<file path="config.mk">
export PLATFORM = sky130hd
export DESIGN_NAME = bcd_serial_add_ctrl
export DESIGN_NICKNAME = d
export VERILOG_FILES = /design/src/rtl/bcd_serial_add_ctrl.sv
export SDC_FILE = /design/constraint.sdc
export NUM_CORES = 1
export LEC_CHECK = 0
export ABC_AREA = 1
export CAP_MARGIN = 20
export CORE_UTILIZATION = 46
export DETAILED_ROUTE_END_ITERATION = 7
export GPL_TIMING_DRIVEN = 0
export PLACE_DENSITY = 0.78
export SLEW_MARGIN = 20
export SYNTH_ARGS = -nofsm -noshare
export SYNTH_HDL_FRONTEND = slang
export SYNTH_SLANG_ARGS = --single-unit
</file>
<file path="constraint.sdc">
create_clock -name clk -period 2.71 [get_ports clk]
set_input_delay 0.271 -clock clk [delete_from_list [all_inputs] [get_ports clk]]
set_output_delay 0.271 -clock clk [all_outputs]
set_load 0.01 [all_outputs]
</file>
<file path="src/rtl/bcd_serial_add_ctrl.sv">
// Digit-serial BCD adder: latches two packed BCD operands on start and adds them
// least-significant digit first through a single 1-digit decimal full adder.

module bcd_fadd_1digit (
  input  logic [3:0] a_i,
  input  logic [3:0] b_i,
  input  logic       c_i,
  output logic [3:0] s_o,
  output logic       c_o
);
  logic [4:0] raw;

  always_comb begin
    raw = 5'(a_i) + 5'(b_i) + 5'(c_i);
    if (raw >= 5'd10) begin
      s_o = 4'(raw - 5'd10);
      c_o = 1'b1;
    end else begin
      s_o = raw[3:0];
      c_o = 1'b0;
    end
  end
endmodule

module bcd_serial_add_ctrl #(
  parameter int NDIGITS = 4,
  parameter int IDXW    = $clog2(NDIGITS) + 1
) (
  input  logic                   clk,
  input  logic                   rst_n,
  input  logic                   start,
  input  logic [4*NDIGITS-1:0]   a,
  input  logic [4*NDIGITS-1:0]   b,
  input  logic                   cin,
  output logic                   busy,
  output logic                   done,
  output logic [4*NDIGITS-1:0]   sum,
  output logic                   cout,
  output logic                   err
);
  typedef enum logic [1:0] {IDLE, RUN, DONE} state_e;

  state_e               state_q, state_d;
  logic [4*NDIGITS-1:0] a_q, a_d, b_q, b_d, sum_q, sum_d;
  logic [IDXW-1:0]      idx_q, idx_d;
  logic                 carry_q, carry_d, cout_q, cout_d, err_q, err_d;

  logic [3:0] dig_a, dig_b, fa_sum;
  logic       fa_cout, bad_digit;

  always_comb begin
    dig_a     = '0;
    dig_b     = '0;
    bad_digit = 1'b0;
    for (int i = 0; i < NDIGITS; i++) begin
      if (idx_q == IDXW'(i)) begin
        dig_a = a_q[4*i +: 4];
        dig_b = b_q[4*i +: 4];
      end
      if (a[4*i +: 4] > 4'd9 || b[4*i +: 4] > 4'd9) bad_digit = 1'b1;
    end
  end

  bcd_fadd_1digit u_fadd (
    .a_i (dig_a),
    .b_i (dig_b),
    .c_i (carry_q),
    .s_o (fa_sum),
    .c_o (fa_cout)
  );

  // NOTE: every output of this block is given a default first so no path can
  // leave a signal unassigned and infer a latch.
  always_comb begin
    state_d = state_q;
    a_d     = a_q;
    b_d     = b_q;
    sum_d   = sum_q;
    idx_d   = idx_q;
    carry_d = carry_q;
    cout_d  = cout_q;
    err_d   = err_q;
    unique case (state_q)
      IDLE: if (start) begin
        a_d     = a;
        b_d     = b;
        carry_d = cin;
        idx_d   = '0;
        sum_d   = '0;
        cout_d  = 1'b0;
        err_d   = bad_digit;
        state_d = bad_digit ? DONE : RUN;
      end
      RUN: begin
        for (int i = 0; i < NDIGITS; i++)
          if (idx_q == IDXW'(i)) sum_d[4*i +: 4] = fa_sum;
        carry_d = fa_cout;
        idx_d   = idx_q + 1'b1;
        if (idx_q == IDXW'(NDIGITS-1)) begin
          cout_d  = fa_cout;
          state_d = DONE;
        end
      end
      DONE:    state_d = IDLE;
      default: state_d = IDLE;
    endcase
  end

  // NOTE: reset is synchronous and clears the operand registers too; they are
  // few flops, and a clean restart after reset is easier to reason about.
  always_ff @(posedge clk) begin
    if (!rst_n) begin
      state_q <= IDLE;
      a_q     <= '0;
      b_q     <= '0;
      sum_q   <= '0;
      idx_q   <= '0;
      carry_q <= 1'b0;
      cout_q  <= 1'b0;
      err_q   <= 1'b0;
    end else begin
      // NOTE: non-blocking assignments so all registers update from the same
      // pre-edge values.
      state_q <= state_d;
      a_q     <= a_d;
      b_q     <= b_d;
      sum_q   <= sum_d;
      idx_q   <= idx_d;
      carry_q <= carry_d;
      cout_q  <= cout_d;
      err_q   <= err_d;
    end
  end

  assign busy = (state_q != IDLE);
  assign done = (state_q == DONE);
  assign sum  = sum_q;
  assign cout = cout_q;
  assign err  = err_q;
endmodule

</file>
==> flow_metrics.tcl <==
set metrics [dict create \
    status "finished with violations" \
    violations "setup timing" \
    gr-usage-met2_pct 46.2 \
    overflow 0 \
    top_usage_layer "met2" \
    htreeDepth 2 \
    setup_violations 14 \
    cp.arrival_ps 3240 \
    drive_gt1_share_pct 20.8 \
    layout_common_cells "72 x nor2_1, 60 x o21ai_0, 54 x dfxtp_1, 54 x clkdlybuf4s50_1, 41 x nand2_1" \
    start_util_pct 48.0 \
    synthXorXnorAreaFrac_pct 0 \
    drtIter0Drc 181 \
    antenna_cells 0 \
    fmax_ghz 0.334 \
    synth_simple_gate_area_share_pct 25.6 \
    tritoncts "built" \
    rr_worst_depth 16 \
    maxCapViolations 0 \
    endpoint "sum[1]" \
    die_x_um 78.0 \
    path_cells "buf_4 > ha_4 > nand2_8 > buf_12 > o21ai_4 > o21ai_4 > fa_2 > fa_2 > inv_2 > nor2_1 > nand3_1 > nand2_2 > nand3_2 > nand3_1 > nand3_4 > a21oi_1" \
    grtUsageMet1_pct 34.1 \
    tightest_slew_ps 493 \
    ys_seq_area_share_pct 42.2 \
    row_count 27 \
    num-nets-final 493 \
    synthMuxAreaShare_pct 0 \
    final_common_cell "nor2_1" \
    leakage_uw 0.00154 \
    r2r_end "sum[1]" \
    synth.distinct_cells 31 \
    powerDensity_mw_per_mm2 488 \
    cp_top_family "adder cells" \
    vias_per_cell 5.39 \
    synthToLayoutAreaGrowth_pct 45.1 \
    syn_area_per_cell_sq_um 7.30 \
    cp.buffers_inverters 3 \
    crit_slowest_cell "fa_2" \
    critPathMaxStageDelay_ps 570 \
    hold_viol_final 0 \
    grt_pass1_vias 2681 \
    cts_inserted_buffers 5 \
    ant_nets 0 \
    relSlewSlack_pct 67.0 \
    worstPathRequired_ps 2960 \
    synthCells 364 \
    r2r_start "idx_q[1]" \
    grt_use_met3_pct 4.65 \
    synth_fa_ha_area_share_pct 5.74 \
    grt_max_degree 19 \
    antenna_found_initial 0 \
    fin_crit_sh_pct 111 \
    ir_drop_mv 0.339 \
    syn-cell-area_sq_mm 0.00266 \
    cts_hold_buf 0 \
    firstDrtPassIters 5 \
    core_sq_mm 0.00554 \
    clk_latency_ps 310 \
    synth_nets 411 \
    crit_type "register to register" \
    avgRoutedWirePerCell_um 15.1 \
    synth_top_family_by_area "simple AND/OR/NAND/NOR gates" \
    gp_congestion 0.856 \
    routed_wirelength_um 7810 \
    grt_usage_pct 26.8 \
    post-place-ws_ps -459 \
    fill_cells 472 \
    start_kind "register" \
    synth_compound_area_share_pct 20.6 \
    grt_pass1_wl_um 12600 \
    holdPathStages 3 \
    p_total_uw 1880 \
    crit_path_end_kind "register" \
    clock_skew_ps 6.84 \
    crit_start "idx_q[1]" \
    io_pins 56 \
    maxSlewViolCount 0 \
    clkSinkCount 56 \
    reg2reg_slack_ps -280 \
    vias 2796 \
    worstHoldPathType "input port to register" \
    crit_fanout 8 \
    portBuffers 54 \
    die_y_um 78.0 \
    drc_errors 0 \
    clk_pin_slew_worst_paths_ps 100 \
    rsz0062_at_grt "yes" \
    finalSetupTns_ps -3130 \
    fin_ws_ps -285 \
    synth-seq-cells 56 \
    root_buffer "clkbuf_8" \
    crit_cells 16 \
    place_hpwl_um 5410 \
    cts_buffer_depth 2 \
    die_area_sq_mm 0.00609 \
    min_period_ps 2990 \
    whs_ps 309 \
    yosysWarningCount 0 \
]
cells in the mapped netlist:
cell type  instances  area share (%)
or2_0              1            0.24
nand3_1           17             3.2
nor2_1            72              10
buf_2              6             1.1
ha_1               9             4.2
dfxtp_1           56              42
fa_1               2             1.5
nand2_1           49             6.9
nand2_4            1            0.42
nand4_1            4            0.94
nor3_1             1            0.19
nand2_2            1            0.24
clkinv_1           1            0.14
and2_1             1            0.24
a31oi_1            5             1.2
inv_4              1            0.24
o21ai_0           67              13
nor2_2             3            0.71
inv_1             16             2.3
nand3_2            3             1.1
a21oi_1           22             4.1
nand3b_1           2            0.56
o21ai_4            2             1.2
a21oi_2            2            0.66
nor2_4             1            0.42
o21ai_1            1            0.19
or2_1              1            0.24
clkbuf_1           7            0.99
o21a_1             2            0.56
inv_2              7            0.99
buf_1              1            0.14
metal layers:
metal,part of all wire [%],up-vias
met1,43,1316
li1,-,1372
met5,0,-
met2,50,87
met3,4.7,21
met4,2.0,0
through the flow:
| stage | cell area [sq um] | std cells | utilization, % |
|---|---|---|---|
| 2_1_floorplan | 2800 | 364 | - |
| 3_3_place_gp | 3430 | 490 | 61.9 |
| 3_5_place_dp | 3430 | 490 | 61.9 |
| 4_1_cts | 3800 | 515 | 68.6 |
| 5_1_grt | 3850 | 519 | 69.6 |
| 6_report | 3850 | 519 | 69.6 |
report_power, final:
part / switching [uW] / leakage [uW] / total, uW / internal, uW
combinational: 226 / 0.00102 / 415 / 189
sequential: 31.5 / 0.000463 / 905 / 874
clock: 283 / 0.0000548 / 561 / 279
total: 540 / 0.00154 / 1880 / 1340
tightest hold or removal path, cell delays in order:
cell and delay, ps:
buf_2 170, o21ai_0 100, a21oi_1 40
area by class of cell:
class | instances | area (sq um) | area share (%)
clock inverter | 3 | 46.3 | 1.20
sequential | 56 | 1130 | 29.3
timing repair buffer | 75 | 706 | 18.3
inverter | 25 | 114 | 2.95
tap | 72 | 90.1 | 2.34
clock buffer | 5 | 68.8 | 1.79
buffer | 14 | 85.1 | 2.21
multi-input combinational | 269 | 1620 | 41.9
registers in the layout, summed over array words and instances, names as in the netlist:
signal,count
state_q,2
err,1
sum,16
idx_q,3
b_q,16
cout,1
carry_q,1
a_q,16
repair_timing:
action | CTS | global route
pin swaps | 18 | 2
resized for setup | 30 | 7
setup endpoints to repair | 14 | 14
buffers inserted | 17 | 4
logic make-up (layout without fill, tap and decap cells):
| family | count (synthesis) | count (layout) |
|---|---|---|
| buffers and inverters | 39 | 122 |
| and+or+nand+nor | 157 | 157 |
| adders and majority gates | 11 | 11 |
| DFF | 56 | 56 |
| AOI/OAI and AO/OA | 101 | 101 |
worst min path at each step:
stage	startpoint	end	slack (ps)
2_1_floorplan	b[13]	b_q[13]	440
3_3_place_gp	sum[8]	sum[8]	450
3_5_place_dp	sum[0]	sum[0]	460
4_1_cts	rst_n	sum[13]	310
5_1_grt	rst_n	sum[13]	330
6_report	rst_n	sum[13]	310
Note: power is estimated with default switching activity, not from simulation.
